File: config.mk
export PLATFORM = sky130hd
export DESIGN_NAME = pixel_streamer_flat
export DESIGN_NICKNAME = d
export VERILOG_FILES = /design/src/rtl/cnn_pkg.sv /design/src/rtl/pixel_streamer_if.sv /design/src/rtl/stream_fifo2.sv /design/src/rtl/pixel_streamer.sv /design/src/flat_wrapper.sv
export SDC_FILE = /design/constraint.sdc
export NUM_CORES = 1
export LEC_CHECK = 0
export ABC_CLOCK_PERIOD_IN_PS = 6950
export BUFFER_PORTS_ARGS = -buffer_cell sky130_fd_sc_hd__buf_2
export CAP_MARGIN = 20
export CORE_MARGIN = 2
export CORE_UTILIZATION = 40
export DETAILED_ROUTE_END_ITERATION = 7
export GPL_ROUTABILITY_DRIVEN = 0
export PLACE_DENSITY_LB_ADDON = 0.1
export SYNTH_ARGS = -nofsm -noshare
export SYNTH_HDL_FRONTEND = slang
export SYNTH_SLANG_ARGS = --single-unit
File: constraint.sdc
create_clock -name clk -period 6.95 [get_ports clk]
set_input_delay 1.0425 -clock clk [delete_from_list [all_inputs] [get_ports clk]]
set_output_delay 1.0425 -clock clk [all_outputs]
set_load 0.02 [all_outputs]
File: src/rtl/cnn_pkg.sv
// ============================================================================
//  Module      : cnn_pkg
//  Description : Shared image geometry, pixel beat format and streamer state
//                encoding for the CNN image input path.
//  Revision    : 1.0 - initial release
// ============================================================================
`default_nettype none
`timescale 1ns/1ps

package cnn_pkg;

    localparam int IMG_H  = 28;
    localparam int IMG_W  = 28;
    localparam int PIX_W  = 8;
    localparam int ADDR_W = $clog2(IMG_H * IMG_W);

    // One pixel on the stream together with its frame markers.
    typedef struct packed {
        logic [PIX_W-1:0] data;
        logic             sof;
        logic             eol;
        logic             eof;
    } pix_beat_t;

    typedef enum logic [1:0] {
        ST_IDLE  = 2'd0,
        ST_FETCH = 2'd1,
        ST_DRAIN = 2'd2
    } stream_state_t;

endpackage

`default_nettype wire

File: src/rtl/pixel_streamer_if.sv
// ============================================================================
//  Module      : pixel_streamer_if
//  Description : Image-memory read port plus valid/ready pixel stream with
//                frame markers. The streamer is the master; the memory and
//                the downstream datapath together form the slave side.
//  Revision    : 1.0 - initial release
// ============================================================================
`default_nettype none
`timescale 1ns/1ps

interface pixel_streamer_if #(
    parameter int PIX_W  = cnn_pkg::PIX_W,
    parameter int ADDR_W = cnn_pkg::ADDR_W
);
    logic              mem_rd_en;
    logic [ADDR_W-1:0] mem_addr;
    logic [PIX_W-1:0]  mem_rdata;
    logic [PIX_W-1:0]  pix_data;
    logic              pix_valid;
    logic              pix_ready;
    logic              pix_sof;
    logic              pix_eol;
    logic              pix_eof;

    modport master (
        output mem_rd_en, mem_addr,
        input  mem_rdata,
        output pix_data, pix_valid, pix_sof, pix_eol, pix_eof,
        input  pix_ready
    );

    modport slave (
        input  mem_rd_en, mem_addr,
        output mem_rdata,
        input  pix_data, pix_valid, pix_sof, pix_eol, pix_eof,
        output pix_ready
    );
endinterface

`default_nettype wire

File: src/rtl/stream_fifo2.sv
// ============================================================================
//  Module      : stream_fifo2
//  Description : Two-entry FIFO of pixel beats. Push and pop in the same
//                cycle on a full FIFO is accepted and keeps it full.
//  Revision    : 1.0 - initial release
// ============================================================================
`default_nettype none
`timescale 1ns/1ps

module stream_fifo2
    import cnn_pkg::*;
(
    input  logic       clk,
    input  logic       rst,
    input  logic       push,
    input  pix_beat_t  push_beat,
    input  logic       pop,
    output pix_beat_t  head,
    output logic       full,
    output logic       empty,
    output logic [1:0] count
);

    pix_beat_t  r_mem [2];
    logic       r_wr_ptr;
    logic       r_rd_ptr;
    logic [1:0] r_count;

    logic       w_do_pop;
    logic       w_do_push;

    // A pop frees its slot in time for a push on the same edge.
    assign w_do_pop  = pop && (r_count != 2'd0);
    assign w_do_push = push && ((r_count != 2'd2) || w_do_pop);

    // Entry storage, written at the tail pointer.
    always_ff @(posedge clk or posedge rst) begin
        if (rst) begin
            r_mem[0] <= '0;
            r_mem[1] <= '0;
        end else if (w_do_push) begin
            r_mem[r_wr_ptr] <= push_beat;
        end
    end

    // Head/tail pointers and occupancy count.
    always_ff @(posedge clk or posedge rst) begin
        if (rst) begin
            r_wr_ptr <= 1'b0;
            r_rd_ptr <= 1'b0;
            r_count  <= 2'd0;
        end else begin
            r_wr_ptr <= r_wr_ptr ^ w_do_push;
            r_rd_ptr <= r_rd_ptr ^ w_do_pop;
            case ({w_do_push, w_do_pop})
                2'b10:   r_count <= r_count + 2'd1;
                2'b01:   r_count <= r_count - 2'd1;
                default: r_count <= r_count;
            endcase
        end
    end

    assign head  = r_mem[r_rd_ptr];
    assign full  = (r_count == 2'd2);
    assign empty = (r_count == 2'd0);
    assign count = r_count;

endmodule

`default_nettype wire

File: src/rtl/pixel_streamer.sv
// ============================================================================
//  Module      : pixel_streamer
//  Description : Reads one H x W frame from a synchronous-read image memory
//                and streams it in raster order with sof/eol/eof markers,
//                tolerating downstream backpressure. Pulses done at frame end.
//  Revision    : 1.0 - initial release
// ============================================================================
`default_nettype none
`timescale 1ns/1ps

module pixel_streamer #(
    parameter int H      = cnn_pkg::IMG_H,
    parameter int W      = cnn_pkg::IMG_W,
    parameter int PIX_W  = cnn_pkg::PIX_W,
    parameter int ADDR_W = cnn_pkg::ADDR_W
) (
    input  logic             clk,
    input  logic             rst,
    input  logic             start,
    output logic             busy,
    output logic             done,
    pixel_streamer_if.master bus
);
    import cnn_pkg::*;

    localparam int                c_TOTAL    = H * W;
    localparam int                c_ROW_W    = (H > 1) ? $clog2(H) : 1;
    localparam int                c_COL_W    = (W > 1) ? $clog2(W) : 1;
    localparam logic [ADDR_W-1:0] c_LAST     = ADDR_W'(c_TOTAL - 1);
    localparam logic [ADDR_W-1:0] c_ADDR_ONE = ADDR_W'(1);
    localparam logic [c_ROW_W-1:0] c_ROW_ONE = c_ROW_W'(1);
    localparam logic [c_COL_W-1:0] c_COL_ONE = c_COL_W'(1);
    localparam logic [c_COL_W-1:0] c_COL_LAST = c_COL_W'(W - 1);

    stream_state_t      r_state;
    stream_state_t      w_state_nxt;

    logic               r_rd_en;
    logic [ADDR_W-1:0]  r_addr;
    logic [c_ROW_W-1:0] r_row;
    logic [c_COL_W-1:0] r_col;

    // Read returning this cycle on mem_rdata, with its markers.
    logic               r_pend;
    logic               r_pend_sof;
    logic               r_pend_eol;
    logic               r_pend_eof;

    logic               r_done;

    logic               w_issue;
    logic               w_addr_clr;
    logic               w_done_nxt;
    logic               w_fire_last;
    logic               w_cur_sof;
    logic               w_cur_eol;
    logic               w_cur_eof;

    pix_beat_t          w_pend_beat;
    pix_beat_t          w_fifo_head;
    pix_beat_t          w_head;
    logic               w_fifo_full;
    logic               w_fifo_empty;
    logic [1:0]         w_fifo_count;
    logic               w_valid;
    logic               w_pop;
    logic               w_push;
    logic               w_fifo_pop;
    logic [2:0]         w_occ;

    // Markers of the address currently being read.
    assign w_cur_sof   = (r_row == '0) && (r_col == '0);
    assign w_cur_eol   = (r_col == c_COL_LAST);
    assign w_cur_eof   = (r_addr == c_LAST);
    assign w_fire_last = r_rd_en && (r_addr == c_LAST);

    // Returning read data bypasses the FIFO when it is empty so the first
    // pixel is visible in the same cycle the memory delivers it.
    always_comb begin
        w_pend_beat      = '0;
        w_pend_beat.data = bus.mem_rdata;
        w_pend_beat.sof  = r_pend_sof;
        w_pend_beat.eol  = r_pend_eol;
        w_pend_beat.eof  = r_pend_eof;
        w_head           = w_fifo_empty ? w_pend_beat : w_fifo_head;
    end

    assign w_valid    = !w_fifo_empty || r_pend;
    assign w_pop      = w_valid && bus.pix_ready;
    assign w_fifo_pop = w_pop && !w_fifo_empty;
    // A returning beat consumed directly from the bypass never enters the FIFO.
    assign w_push     = r_pend && !(w_fifo_empty && bus.pix_ready);

    // Beats committed but not yet transferred, after this cycle's pop.
    assign w_occ = 3'(w_fifo_count) + 3'(r_pend) + 3'(r_rd_en) - 3'(w_pop);

    stream_fifo2 u_fifo (
        .clk       (clk),
        .rst       (rst),
        .push      (w_push),
        .push_beat (w_pend_beat),
        .pop       (w_fifo_pop),
        .head      (w_fifo_head),
        .full      (w_fifo_full),
        .empty     (w_fifo_empty),
        .count     (w_fifo_count)
    );

    // Frame sequencing: next state, read issue and done generation.
    always_comb begin
        w_state_nxt = r_state;
        w_issue     = 1'b0;
        w_addr_clr  = 1'b0;
        w_done_nxt  = 1'b0;
        case (r_state)
            ST_IDLE: begin
                if (start && !r_done) begin
                    w_state_nxt = ST_FETCH;
                    w_addr_clr  = 1'b1;
                    w_issue     = 1'b1;
                end
            end
            ST_FETCH: begin
                if (w_fire_last) begin
                    w_state_nxt = ST_DRAIN;
                end else begin
                    w_issue = !w_fifo_full && (w_occ < 3'd2);
                end
            end
            ST_DRAIN: begin
                if (w_pop && w_head.eof) begin
                    w_state_nxt = ST_IDLE;
                    w_done_nxt  = 1'b1;
                end
            end
            default: w_state_nxt = ST_IDLE;
        endcase
    end

    // State register.
    always_ff @(posedge clk or posedge rst) begin
        if (rst) begin
            r_state <= ST_IDLE;
        end else begin
            r_state <= w_state_nxt;
        end
    end

    // Read strobe, address and raster counters; the address stops at the
    // last pixel instead of wrapping.
    always_ff @(posedge clk or posedge rst) begin
        if (rst) begin
            r_rd_en <= 1'b0;
            r_addr  <= '0;
            r_row   <= '0;
            r_col   <= '0;
        end else begin
            r_rd_en <= w_issue;
            if (w_addr_clr) begin
                r_addr <= '0;
                r_row  <= '0;
                r_col  <= '0;
            end else if (r_rd_en && !w_fire_last) begin
                r_addr <= r_addr + c_ADDR_ONE;
                if (r_col == c_COL_LAST) begin
                    r_col <= '0;
                    r_row <= r_row + c_ROW_ONE;
                end else begin
                    r_col <= r_col + c_COL_ONE;
                end
            end
        end
    end

    // Markers follow their read through the memory latency.
    always_ff @(posedge clk or posedge rst) begin
        if (rst) begin
            r_pend     <= 1'b0;
            r_pend_sof <= 1'b0;
            r_pend_eol <= 1'b0;
            r_pend_eof <= 1'b0;
        end else begin
            r_pend <= r_rd_en;
            if (r_rd_en) begin
                r_pend_sof <= w_cur_sof;
                r_pend_eol <= w_cur_eol;
                r_pend_eof <= w_cur_eof;
            end
        end
    end

    // One-cycle done pulse after the eof transfer.
    always_ff @(posedge clk or posedge rst) begin
        if (rst) begin
            r_done <= 1'b0;
        end else begin
            r_done <= w_done_nxt;
        end
    end

    assign busy          = (r_state != ST_IDLE);
    assign done          = r_done;
    assign bus.mem_rd_en = r_rd_en;
    assign bus.mem_addr  = r_addr;
    assign bus.pix_valid = w_valid;
    assign bus.pix_data  = w_valid ? w_head.data : '0;
    assign bus.pix_sof   = w_valid && w_head.sof;
    assign bus.pix_eol   = w_valid && w_head.eol;
    assign bus.pix_eof   = w_valid && w_head.eof;

endmodule

`default_nettype wire

File: src/flat_wrapper.sv
// flat-port wrapper written by rule: the top's interface ports become plain ports
module pixel_streamer_flat import cnn_pkg::*;
#(
    parameter int H      = cnn_pkg::IMG_H,
    parameter int W      = cnn_pkg::IMG_W,
    parameter int PIX_W  = cnn_pkg::PIX_W,
    parameter int ADDR_W = cnn_pkg::ADDR_W
)
  (clk, rst, start, busy, done, bus_mem_rd_en, bus_mem_addr, bus_mem_rdata, bus_pix_data, bus_pix_valid, bus_pix_sof, bus_pix_eol, bus_pix_eof, bus_pix_ready);
  pixel_streamer_if #(.PIX_W(PIX_W), .ADDR_W(ADDR_W)) bus_i ();
  input  logic clk;
  input  logic rst;
  input  logic start;
  output logic busy;
  output logic done;
  output wire logic [$bits(bus_i.mem_rd_en)-1:0] bus_mem_rd_en;
  output wire logic [$bits(bus_i.mem_addr)-1:0] bus_mem_addr;
  input wire logic [$bits(bus_i.mem_rdata)-1:0] bus_mem_rdata;
  output wire logic [$bits(bus_i.pix_data)-1:0] bus_pix_data;
  output wire logic [$bits(bus_i.pix_valid)-1:0] bus_pix_valid;
  output wire logic [$bits(bus_i.pix_sof)-1:0] bus_pix_sof;
  output wire logic [$bits(bus_i.pix_eol)-1:0] bus_pix_eol;
  output wire logic [$bits(bus_i.pix_eof)-1:0] bus_pix_eof;
  input wire logic [$bits(bus_i.pix_ready)-1:0] bus_pix_ready;
  assign bus_mem_rd_en = bus_i.mem_rd_en;
  assign bus_mem_addr = bus_i.mem_addr;
  assign bus_i.mem_rdata = bus_mem_rdata;
  assign bus_pix_data = bus_i.pix_data;
  assign bus_pix_valid = bus_i.pix_valid;
  assign bus_pix_sof = bus_i.pix_sof;
  assign bus_pix_eol = bus_i.pix_eol;
  assign bus_pix_eof = bus_i.pix_eof;
  assign bus_i.pix_ready = bus_pix_ready;
  pixel_streamer #(.H(H), .W(W), .PIX_W(PIX_W), .ADDR_W(ADDR_W)) u_core (.clk(clk), .rst(rst), .start(start), .busy(busy), .done(done), .bus(bus_i));
endmodule
# ---- Word-level counts from Yosys, hierarchy flattened
# Index checks and enable logic that the tools add are counted.
dict set report classes {
  n_addsub 8
  n_mul 0
  div 0
  n_lt_le_gt_ge 4
  eq_ne 11
  shifts 0
  n_mux 27
  bitwise_logic 4
  reduce_logical 34
}
# cell n
set op_table {}
lappend op_table {{$mux 11} 5}
lappend op_table {{$mux 5} 6}
lappend op_table {{$bwmux 22} 1}
lappend op_table {{$mux 10} 2}
lappend op_table {{$logic_and 1x1->1} 16}
lappend op_table {{$demux 11 s1} 1}
lappend op_table {{$add 10x1->10 const B} 1}
lappend op_table {{$add 5x1->5 const B} 2}
lappend op_table {{$eq 10x10->1 const B} 1}
lappend op_table {{$logic_not 5->1} 2}
lappend op_table {{$reduce_bool 2->1} 5}
lappend op_table {{$mux 8} 1}
lappend op_table {{$eq 2x2->1 const B} 3}
lappend op_table {{$mux 2} 3}
lappend op_table {{$ne 2x1->1 const B} 3}
lappend op_table {{$pmux 2 s3} 1}
lappend op_table {{$eq 5x5->1 const B} 1}
lappend op_table {{$logic_not 1->1} 5}
lappend op_table {{$mux 1} 5}
lappend op_table {{$eq 2x1->1 const B} 2}
lappend op_table {{$ge 2x2->1 const B} 2}
lappend op_table {{$logic_not 2->1} 2}
lappend op_table {{$not 1->2} 2}
lappend op_table {{$pmux 2 s2} 1}
lappend op_table {{13 further kinds} 15}
dict set report totals {
  ff_bits 54
  latch_bits 0
  ramBits 0
  romBits 0
  in_bits 12
  output_inout_bits 25
  elab_cells 109
  mem_count 0
}

# ---- Longest topological paths before layout
# Gate-level depths: netlist (run 1).
dict set report depth {
  depth_word 10
  depth_mapped 12
  mapped_depth_nobuf 11
}

# ---- Cells and area by module
# A second synthesis (run 1) with hierarchy kept.
dict set report unflattened {
  hier_cells 270
  area_unflattened_um2 2854.0
}
# mod instances cells_per_inst area_each_um2 seq_area_each_um2
set by_module_without_submodules {}
lappend by_module_without_submodules {pixel_streamer 1 191 1690.4 700.7}
lappend by_module_without_submodules {stream_fifo2 1 79 1163.6 650.6}

# ---- Least setup slack after synthesis (run 1)
# OpenSTA, ideal clock, no wires.
dict set report synth_timing {
  kind {input-to-reg}
  startpoint {in bus_pix_ready}
  endpoint {reg u_core.r_rd_en (netlist: u_core.bus.mem_rd_en)}
  setup_time_ns 0.110
  arrival_time_ns 2.657
  required_time_ns 6.840
  slack_ns 4.182
  cell_stages 7
  path_buffers 0
  path_cell_list {and2_1 ha_1 inv_1 ha_1 a21o_1 fa_1 o41ai_1}
}
dict set report synth_between {
  elab_chain_len 6
}
# element line_no
set synth_rtl {}
lappend synth_rtl {{from (decl)} flat_wrapper.sv:24} ;# input wire logic [$bits(bus_i.pix_ready)-1:0] bus_pix_ready;
lappend synth_rtl {{$logic_and 1x1->1} pixel_streamer.sv:89} ;# assign w_pop = w_valid && bus.pix_ready;
lappend synth_rtl {{$sub 3x1->3} pixel_streamer.sv:95} ;# assign w_occ = 3'(w_fifo_count) + 3'(r_pend) + 3'(r_rd_en) - 3'(w_pop);
lappend synth_rtl {{$lt 3x2->1} pixel_streamer.sv:127} ;# w_issue = !w_fifo_full && (w_occ < 3'd2);
lappend synth_rtl {{$logic_and 1x1->1} pixel_streamer.sv:127}
lappend synth_rtl {{$mux 1} pixel_streamer.sv:124} ;# if (w_fire_last) begin
lappend synth_rtl {{$pmux 1 s2} pixel_streamer.sv:115} ;# case (r_state)
lappend synth_rtl {{via u_core.w_issue} pixel_streamer.sv:51} ;# logic w_issue;
lappend synth_rtl {{to (signal assigned)} pixel_streamer.sv:158} ;# r_rd_en <= w_issue;
lappend synth_rtl {{to (decl)} pixel_streamer.sv:38} ;# logic r_rd_en;
# The timed path passes the listed nets, and every way through them passes these cells.
# A chain may end at the register's enable or synchronous reset.

# ---- Worst setup path in the final report (run 1)
dict set report layout_timing {
  startpoint {reg u_core.u_fifo.r_rd_ptr}
  endpoint {out bus_pix_eof}
}
dict set report layout_between {
  elab_chain_len 6
}
# element line_no
set layout_rtl {}
lappend layout_rtl {{from (decl)} stream_fifo2.sv:26} ;# logic r_rd_ptr;
lappend layout_rtl {{from (signal assigned)} stream_fifo2.sv:54} ;# r_rd_ptr <= r_rd_ptr ^ w_do_pop;
lappend layout_rtl {{$not 1->2 (implied by the code)} stream_fifo2.sv:63} ;# assign head = r_mem[r_rd_ptr];
lappend layout_rtl {{$mux 11 (implied by the code) (3 in series)} stream_fifo2.sv:63}
lappend layout_rtl {{$mux 11} pixel_streamer.sv:85} ;# w_head = w_fifo_empty ? w_pend_beat : w_fifo_head;
lappend layout_rtl {{$logic_and 1x1->1} pixel_streamer.sv:209} ;# assign bus.pix_eof = w_valid && w_head.eof;
lappend layout_rtl {{to (decl)} flat_wrapper.sv:23} ;# output wire logic [$bits(bus_i.pix_eof)-1:0] bus_pix_eof;
# Every way passes these cells. The select of a mux whose other input is x is not followed.

==> summary.json, run 1 <==
{
  "synth.cells.most_frequent": {"value": "54 x dfrtp_1, 23 x mux2_2, 22 x o21ai_0"},
  "clock_power_share": {"value": 17.0, "unit": "%"},
  "tightest_slew": {"value": 0.682, "unit": "ns"},
  "fraction_of_layout_cells_with_a_size_suffix_above_1": {"value": 26.2, "unit": "%"},
  "fraction_of_post_synthesis_cell_area_in_the_top_cell_type_by_area": {"value": 48.3, "unit": "%"},
  "grt_use_total": {"value": 15.5, "unit": "%"},
  "floorplan.rows": {"value": 30},
  "dominantRegCellSynth": {"value": "dfrtp_1"},
  "grt_start_max_net_pins": {"value": 55},
  "fp.dieW": {"value": 87.6, "unit": "um"},
  "outcome": {"value": "completed"},
  "port-buffer-count": {"value": 36},
  "rsz0062_at_grt": {"value": "no"},
  "drtPass1Iterations": {"value": 5},
  "clockBufferDepth": {"value": 2},
  "yosys_warnings": {"value": 0},
  "n_antenna_cell": {"value": 0},
  "p_int": {"value": 0.000761, "unit": "W"},
  "netlist_area": {"value": 0.00280, "unit": "mm2"},
  "hold_violations": {"value": 0},
  "route.detailed.vias_per_inst": {"value": 5.17},
  "period_share": {"value": 41.3, "unit": "%"},
  "worst_clock_skew": {"value": 0.00534, "unit": "ns"},
  "grt_pass1_wl": {"value": 9290, "unit": "um"},
  "path_class": {"value": "reg -> out"},
  "worstHoldPathType": {"value": "reg -> reg"},
  "worst-path-buf-inv": {"value": 1},
  "flow.area_growth_from_synthesis": {"value": 13.3, "unit": "%"},
  "endpoint_type_of_the_worst_setup_path": {"value": "output pin"},
  "cts-root-buf": {"value": "clkbuf_8"},
  "power.switching": {"value": 0.000488, "unit": "W"},
  "power-per-cell-area": {"value": 394, "unit": "mW/mm2"},
  "clock_slew_at_reported_path_ffs": {"value": 0.10, "unit": "ns"},
  "clock_sinks": {"value": 54},
  "h_tree_depth": {"value": 2},
  "postSynthCellCount": {"value": 263},
  "synth_seq_cells": {"value": 54},
  "slowest_stage": {"value": "dfrtp_1"},
  "vias": {"value": 2036},
  "cts_tree": {"value": "done"},
  "fp.coreArea": {"value": 0.00679, "unit": "mm2"},
  "synth_async_sr_flop_share": {"value": 100, "unit": "%"},
  "finalWorstPathRequiredPeriod": {"value": 2.87, "unit": "ns"},
  "top_layer_used": {"value": "met4"},
  "cts_post_setup_buffers_inserted": {"value": 0},
  "ant_nets": {"value": 0},
  "timing.critical_path.max_delay_family": {"value": "flip-flops"},
  "worstSetupStartpointType": {"value": "register"},
  "critical_path_required": {"value": 5.91, "unit": "ns"},
  "critical_path.max_stage_delay": {"value": 0.79, "unit": "ns"},
  "detailedPlace.worstSlack": {"value": 3.93, "unit": "ns"},
  "post_synth_num_cell_types": {"value": 48},
  "final_critical_path_setup_slack": {"value": 4.08, "unit": "ns"},
  "first_iter_violations": {"value": 103},
  "global_route.overflow_total": {"value": 0},
  "die-area": {"value": 0.00768, "unit": "mm2"},
  "number_of_ports_placed_on_the_die_boundary": {"value": 37},
  "chipHeight": {"value": 87.6, "unit": "um"},
  "peakVddDrop": {"value": 0.152, "unit": "mV"},
  "p_comb_share": {"value": 40.5, "unit": "%"},
  "routed_wire_length_per_instance": {"value": 13.9, "unit": "um"},
  "nNetsFinal": {"value": 320},
  "total_leakage_power": {"value": 1.45, "unit": "nW"},
  "peak_fanout_along_the_critical_path": {"value": 12},
  "net_count_of_the_mapped_netlist": {"value": 286},
  "wl": {"value": 5470, "unit": "um"},
  "synth.largest_area_cell": {"value": "dfrtp_1"},
  "synth_enable_flop_cells": {"value": 0},
  "setup_viol_count_final": {"value": 0},
  "max-slew-margin-rel": {"value": 54.5, "unit": "%"},
  "sequentialPowerShare": {"value": 42.5, "unit": "%"},
  "floorplan.initialDensity": {"value": 41.2, "unit": "%"},
  "syn-mean-instance-area": {"value": 10.6, "unit": "um2"},
  "cts_hold_repair.buffers": {"value": 0},
  "totalNegativeSetupSlack": {"value": 0, "unit": "ns"},
  "cp_cell_sequence": {"value": "mux2_2 -> o21a_1 -> buf_2"},
  "cts.repair.resized": {"value": 0},
  "met3RoutedLength": {"value": 186, "unit": "um"},
  "maxCapViolCount": {"value": 0},
  "cts_made_buffers": {"value": 5},
  "dpl.hpwl": {"value": 3700, "unit": "um"},
  "m1WireLength": {"value": 2750, "unit": "um"},
  "netlist_top_cells_area": {"value": "dfrtp_1 48%, mux2_2 9.3%, ha_1 4.5%"},
  "slew_viol_final": {"value": 0},
  "fmaxAchievable": {"value": 348, "unit": "MHz"},
  "synth_sequential_area_ratio": {"value": 48.3, "unit": "%"},
  "via_count_of_the_first_global_routing_pass": {"value": 1916},
  "switching_share": {"value": 39.1, "unit": "%"},
  "met2_wirelength": {"value": 2470, "unit": "um"},
  "yosys.cell_count.top_type": {"value": "dfrtp_1"},
  "worst_skew_pair.late_latency": {"value": 0.31, "unit": "ns"},
  "drt_drc_violations_left": {"value": 0},
  "worst-endpoint-arrival": {"value": 1.83, "unit": "ns"},
  "antenna_found_initial": {"value": 0},
  "finalHoldWorstSlack": {"value": 0.474, "unit": "ns"}
}
==> registers in the layout, summed over array words and instances, names as in the netlist <==
signal,count
u_core.u_fifo.r_rd_ptr,1
u_core.r_pend_sof,1
u_core.r_pend_eol,1
u_core.u_fifo.count,2
u_core.u_fifo.r_wr_ptr,1
u_core.done,1
u_core.r_state,2
u_core.r_col,5
u_core.bus.mem_rd_en,1
u_core.bus.mem_addr,10
u_core.r_pend,1
u_core.r_row,5
u_core.r_pend_eof,1
u_core.u_fifo.r_mem,22
==> final cells by class <==
type | count | area, um2
clock buffers | 7 | 76.3
repair buffers | 39 | 203
inverters | 15 | 56.3
clock inverters | 1 | 30.0
well taps | 96 | 120
multi-input cells | 182 | 1330
flip-flops and latches | 54 | 1350
fillers | 675 | 3620
==> power groups by stage <==
stage	combinational [W]	sequential [W]	clock, W
after CTS	0.000515	0.000533	0.000220
after floorplan	0.000402	0.000502	0
final	0.000506	0.000531	0.000212
after detailed placement	0.000512	0.000540	0
after global placement	0.000505	0.000537	0
after global routing	0.000568	0.000550	0.000230
==> final timing paths <==
check | startpoint | end | slack (ns) | cells past startpoint
worst min-delay path | u_core.r_state[0]$_DFFE_PP0P_ | u_core.done$_DFF_PP0_ | 0.47 | 1
worst min register to register | u_core.r_state[0]$_DFFE_PP0P_ | u_core.done$_DFF_PP0_ | 0.47 | 1
max in group asynchronous | rst | u_core.r_row[3]$_DFFE_PP0P_ | 5.59 | 3
worst max-delay path | u_core.u_fifo.r_rd_ptr$_DFF_PP0_ | bus_pix_eof | 4.08 | 3
worst max register to register | u_core.u_fifo.count[0]$_DFFE_PP0P_ | u_core.bus.mem_rd_en$_DFF_PP0_ | 4.14 | 10
min in group asynchronous | rst | u_core.u_fifo.r_mem[10]$_DFFE_PP0P_ | 0.91 | 3
==> per-stage QoR <==
stage / cell area, um2 / power (W) / instances / utilization (%)
global placement: 3060 / 0.00104 / 386 / 45.1
detailed placement: 3060 / 0.00105 / 386 / 45.1
CTS: 3170 / 0.00127 / 394 / 46.6
finish: 3170 / 0.00125 / 394 / 46.6
floorplan: 2800 / 0.000903 / 263 / -
global route: 3170 / 0.00135 / 394 / 46.6
==> cell usage in the layout (no fill, tap or decap), types with 2 or more instances in the layout <==
master / synthesis / final
dfrtp_1: 54 / 54
buf_2: 3 / 36
mux2_2: 23 / 23
o21ai_0: 22 / 22
nand3_1: 21 / 21
inv_1: 15 / 14
nand2_1: 13 / 13
a21oi_1: 12 / 12
nor2_1: 11 / 11
mux2i_1: 10 / 10
ha_1: 10 / 10
or3_1: 6 / 6
xnor2_1: 5 / 5
clkbuf_8: 0 / 5
xor2_1: 4 / 4
nand4_1: 4 / 4
o31ai_1: 4 / 4
nor3_1: 3 / 3
or4_1: 3 / 3
buf_4: 0 / 3
and3_1: 2 / 2
o21a_1: 2 / 2
o211ai_1: 2 / 2
and2_1: 2 / 2
clkbuf_1: 7 / 2
==> worst register-to-register path, cell delays in order, from the launching register on <==
cell and delay (ns):
dfrtp_1 0.48, nor2_1 0.12, buf_4 0.25, nand2_1 0.10, and2_1 0.16, ha_1 0.27
inv_1 0.04, ha_1 0.27, a21o_1 0.19, fa_1 0.46, o41ai_1 0.36
==> kinds of logic (layout without fill, tap and decap cells) <==
family	count (synthesis)	count (layout)	synth area share, %
AND/OR/NAND/NOR	80	80	16.3
buffers and inverters	27	62	4.03
flip-flops	54	54	48.3
adder cells (fa/ha/maj)	11	11	5.19
AO/OA/AOI/OAI	49	49	10.5
XOR/XNOR	9	9	2.82
multiplexers	33	33	12.8
==> per-layer routing <==
layer,global-route usage (%),vias to the layer above
met1,22.2,980
met3,2.92,5
met2,23.8,32
met4,5.03,0
li1,-,1019
met5,0,-
Power figures use the tool's default switching activity.
==> run 2: changes to the inputs <==
--- a/config.mk
+++ b/config.mk
@@ -5,7 +5,7 @@
 export SDC_FILE = /design/constraint.sdc
 export NUM_CORES = 1
 export LEC_CHECK = 0
-export ABC_CLOCK_PERIOD_IN_PS = 6950
+export ABC_CLOCK_PERIOD_IN_PS = 3000
 export BUFFER_PORTS_ARGS = -buffer_cell sky130_fd_sc_hd__buf_2
 export CAP_MARGIN = 20
 export CORE_MARGIN = 2
==> constraint.sdc (replaced) <==
create_clock -name clk -period 3 [get_ports clk]
set_input_delay 0.45 -clock clk [delete_from_list [all_inputs] [get_ports clk]]
set_output_delay 0.45 -clock clk [all_outputs]
set_load 0.02 [all_outputs]
==> summary.json, run 2 (same netlist as run 1, synthesis figures left out) <==
{
  "outcome": {"value": "completed", "change": "unchanged"},
  "worst_skew_pair.late_latency": {"value": 0.31, "unit": "ns", "change": "about the same"},
  "cp_cell_sequence": {"value": "nor2_1 -> nand2_1 -> and2_1 -> ha_1 -> inv_1 -> ha_1 -> a21o_1 -> fa_1 -> o41ai_1", "change": "was mux2_2 -> o21a_1 -> buf_2"},
  "clock_sinks": {"value": 54, "change": "unchanged"},
  "most-common-layout-cells": {"value": "54 x dfrtp_1, 36 x buf_2, 23 x mux2_2, 22 x o21ai_0, 21 x nand3_1", "change": "unchanged"},
  "tightest_slew": {"value": 0.555, "unit": "ns", "change": "was 0.682 ns"},
  "final_core_utilization": {"value": 47.1, "unit": "%", "change": "was 46.6%"},
  "h_tree_depth": {"value": 2, "change": "unchanged"},
  "path_depth": {"value": 9, "change": "was 3"},
  "nNetsFinal": {"value": 324, "change": "was 320"},
  "detailedPlace.worstSlack": {"value": 0.474, "unit": "ns", "change": "was 3.93 ns"},
  "max-slew-margin-rel": {"value": 63.0, "unit": "%", "change": "was 54.5%"},
  "clock_power_share": {"value": 16.6, "unit": "%", "change": "was 17.0%"},
  "worst-endpoint-arrival": {"value": 2.73, "unit": "ns", "change": "was 1.83 ns"},
  "fp.dieW": {"value": 87.6, "unit": "um", "change": "unchanged"},
  "cts_tree": {"value": "done", "change": "unchanged"},
  "timing.critical_path.max_delay_family": {"value": "adder cells", "change": "was flip-flops"},
  "p_int": {"value": 0.00178, "unit": "W", "change": "was 0.000761 W"},
  "route.detailed.vias_per_inst": {"value": 5.17, "change": "about the same"},
  "grt_pass1_wl": {"value": 9400, "unit": "um", "change": "was 9290 um"},
  "clockBufferDepth": {"value": 2, "change": "unchanged"},
  "switching_share": {"value": 38.6, "unit": "%", "change": "was 39.1%"},
  "critical_path.max_stage_delay": {"value": 0.47, "unit": "ns", "change": "was 0.79 ns"},
  "fraction_of_layout_cells_with_a_size_suffix_above_1": {"value": 27.2, "unit": "%", "change": "was 26.2%"},
  "hold_violations": {"value": 0, "change": "unchanged"},
  "fmaxAchievable": {"value": 395, "unit": "MHz"},
  "power.switching": {"value": 0.00112, "unit": "W", "change": "was 0.000488 W"},
  "slowest_stage": {"value": "dfrtp_1", "change": "unchanged"},
  "critical_path_required": {"value": 3.20, "unit": "ns", "change": "was 5.91 ns"},
  "endpoint_type_of_the_worst_setup_path": {"value": "register", "change": "was output pin"},
  "global_route.overflow_total": {"value": 0, "change": "unchanged"},
  "largest_reg_flops": {"value": 22, "change": "unchanged"},
  "vias": {"value": 2058, "change": "was 2036"},
  "chipHeight": {"value": 87.6, "unit": "um", "change": "unchanged"},
  "power-per-cell-area": {"value": 908, "unit": "mW/mm2", "change": "was 394 mW/mm2"},
  "p_comb_share": {"value": 43.2, "unit": "%", "change": "was 40.5%"},
  "via_count_of_the_first_global_routing_pass": {"value": 1945, "change": "was 1916"},
  "place.detailed.instances": {"value": 390, "change": "was 386"},
  "rsz0062_at_grt": {"value": "no", "change": "unchanged"},
  "worstSetupStartpointType": {"value": "register", "change": "unchanged"},
  "num-fill-cells": {"value": 657, "change": "was 675"},
  "port-buffer-count": {"value": 36, "change": "unchanged"},
  "number_of_ports_placed_on_the_die_boundary": {"value": 37, "change": "unchanged"},
  "clock_slew_at_reported_path_ffs": {"value": 0.09, "unit": "ns", "change": "was 0.10 ns"},
  "path_common_cell": {"value": "ha_1"},
  "cts_hold_repair.buffers": {"value": 0, "change": "unchanged"},
  "wl": {"value": 5520, "unit": "um", "change": "was 5470 um"},
  "floorplan.rows": {"value": 30, "change": "unchanged"},
  "floorplan.initialDensity": {"value": 41.2, "unit": "%", "change": "unchanged"},
  "worst_clock_skew": {"value": 0.00519, "unit": "ns", "change": "was 0.00534 ns"},
  "worst-path-buf-inv": {"value": 1, "change": "unchanged"},
  "first_iter_violations": {"value": 95, "change": "was 103"},
  "fp.coreArea": {"value": 0.00679, "unit": "mm2", "change": "unchanged"},
  "cts.repair.resized": {"value": 0, "change": "unchanged"},
  "grt_start_max_net_pins": {"value": 24, "change": "was 55"},
  "slew_viol_final": {"value": 0, "change": "unchanged"},
  "die-area": {"value": 0.00768, "unit": "mm2", "change": "unchanged"},
  "sequentialPowerShare": {"value": 40.2, "unit": "%", "change": "was 42.5%"},
  "ant_nets": {"value": 0, "change": "unchanged"},
  "n_antenna_cell": {"value": 0, "change": "unchanged"},
  "finalNonFillerCells": {"value": 398, "change": "was 394"},
  "period_share": {"value": 84.3, "unit": "%"},
  "grt_use_total": {"value": 15.8, "unit": "%", "change": "was 15.5%"},
  "final_critical_path_setup_slack": {"value": 0.470, "unit": "ns", "change": "was 4.08 ns"},
  "path_class": {"value": "reg -> reg", "change": "was reg -> out"},
  "peakVddDrop": {"value": 0.442, "unit": "mV", "change": "was 0.152 mV"},
  "worstHoldPathType": {"value": "in -> async", "change": "was reg -> reg"},
  "cts_post_setup_buffers_inserted": {"value": 0, "change": "unchanged"},
  "finalWorstPathRequiredPeriod": {"value": 2.53, "unit": "ns"},
  "total_leakage_power": {"value": 1.47, "unit": "nW", "change": "was 1.45 nW"},
  "drt_drc_violations_left": {"value": 0, "change": "unchanged"},
  "flow.area_growth_from_synthesis": {"value": 14.4, "unit": "%", "change": "was 13.3%"},
  "cts_made_buffers": {"value": 5, "change": "unchanged"},
  "setup_viol_count_final": {"value": 0, "change": "unchanged"},
  "worst-r2r-cell-count": {"value": 9, "change": "was 10"},
  "largest_register": {"value": "u_core.u_fifo.r_mem", "change": "unchanged"},
  "cts-root-buf": {"value": "clkbuf_8", "change": "unchanged"},
  "drtPass1Iterations": {"value": 4, "change": "was 5"},
  "routed_wire_length_per_instance": {"value": 13.9, "unit": "um", "change": "about the same"},
  "layout.cells.most_common": {"value": "dfrtp_1", "change": "unchanged"},
  "antenna_found_initial": {"value": 0, "change": "unchanged"},
  "peak_fanout_along_the_critical_path": {"value": 7, "change": "was 12"},
  "maxCapViolCount": {"value": 0, "change": "unchanged"},
  "totalNegativeSetupSlack": {"value": 0, "unit": "ns", "change": "unchanged"},
  "dpl.hpwl": {"value": 3950, "unit": "um", "change": "was 3700 um"}
}
-- run 2: cell count changes in the layout (fill, tap and decap cells not counted), sizes merged --
cell  delta
buf      +4
-- run 2: area by class of cell --
class / count / area (um2) / area share, %
timing repair buffer: 43 / 233 / 7.27
tap: 96 / 120 / 3.75
sequential: 54 / 1350 / 42.2
clock buffer: 7 / 76.3 / 2.39
clock inverter: 1 / 30.0 / 0.939
inverter: 15 / 56.3 / 1.76
multi-input combinational: 182 / 1330 / 41.7
-- run 2: path summary, 6_finish.rpt --
check                                              startpoint                                   to  slack, ns
setup / recovery           u_core.u_fifo.count[0]$_DFFE_PP0P_       u_core.bus.mem_rd_en$_DFF_PP0_       0.47
hold / removal                                            rst   u_core.bus.mem_addr[6]$_DFFE_PP0P_       0.11
setup reg to reg           u_core.u_fifo.count[0]$_DFFE_PP0P_       u_core.bus.mem_rd_en$_DFF_PP0_       0.47
hold reg to reg                 u_core.r_state[0]$_DFFE_PP0P_                u_core.done$_DFF_PP0_       0.47
max in group asynchronous                                 rst          u_core.r_col[4]$_DFFE_PP0P_       2.28
min in group clk                             bus_mem_rdata[7]  u_core.u_fifo.r_mem[21]$_DFFE_PP0P_       0.39
-- run 2: worst register-to-register path, stage by stage (launching register included) --
cell and delay (ns):
dfrtp_1 0.47, nor2_1 0.17, nand2_1 0.08, and2_1 0.16
ha_1 0.27, inv_1 0.04, ha_1 0.25, a21o_1 0.19
fa_1 0.45, o41ai_1 0.36
-- run 2: power groups by stage --
| stage | Combinational, W | Sequential, W | Clock [W] |
|---|---|---|---|
| 5_1_grt | 0.00142 | 0.00121 | 0.000527 |
| 3_5_place_dp | 0.00128 | 0.00118 | 0 |
| 6_report | 0.00126 | 0.00117 | 0.000483 |
| 2_1_floorplan | 0.000931 | 0.00116 | 0 |
| 3_3_place_gp | 0.00127 | 0.00118 | 0 |
| 4_1_cts | 0.00128 | 0.00117 | 0.000501 |
-- run 2: per-layer routing --
layer	global-route usage, %	vias up	wire [um]
met5	0	-	0
met4	4.62	0	56
met3	2.92	8	131
met2	25.1	25	2580
met1	22.0	1004	2760
li1	-	1021	-
-- run 2: stage by stage --
step | total power [W] | area (um2) | hold WS [ns]
5_1_grt | 0.00315 | 3200 | 0.137
3_5_place_dp | 0.00247 | 3090 | 0.457
3_3_place_gp | 0.00244 | 3090 | 0.454
2_1_floorplan | 0.00209 | 2800 | 0.437
4_1_cts | 0.00295 | 3200 | 0.120
6_report | 0.00291 | 3200 | 0.112
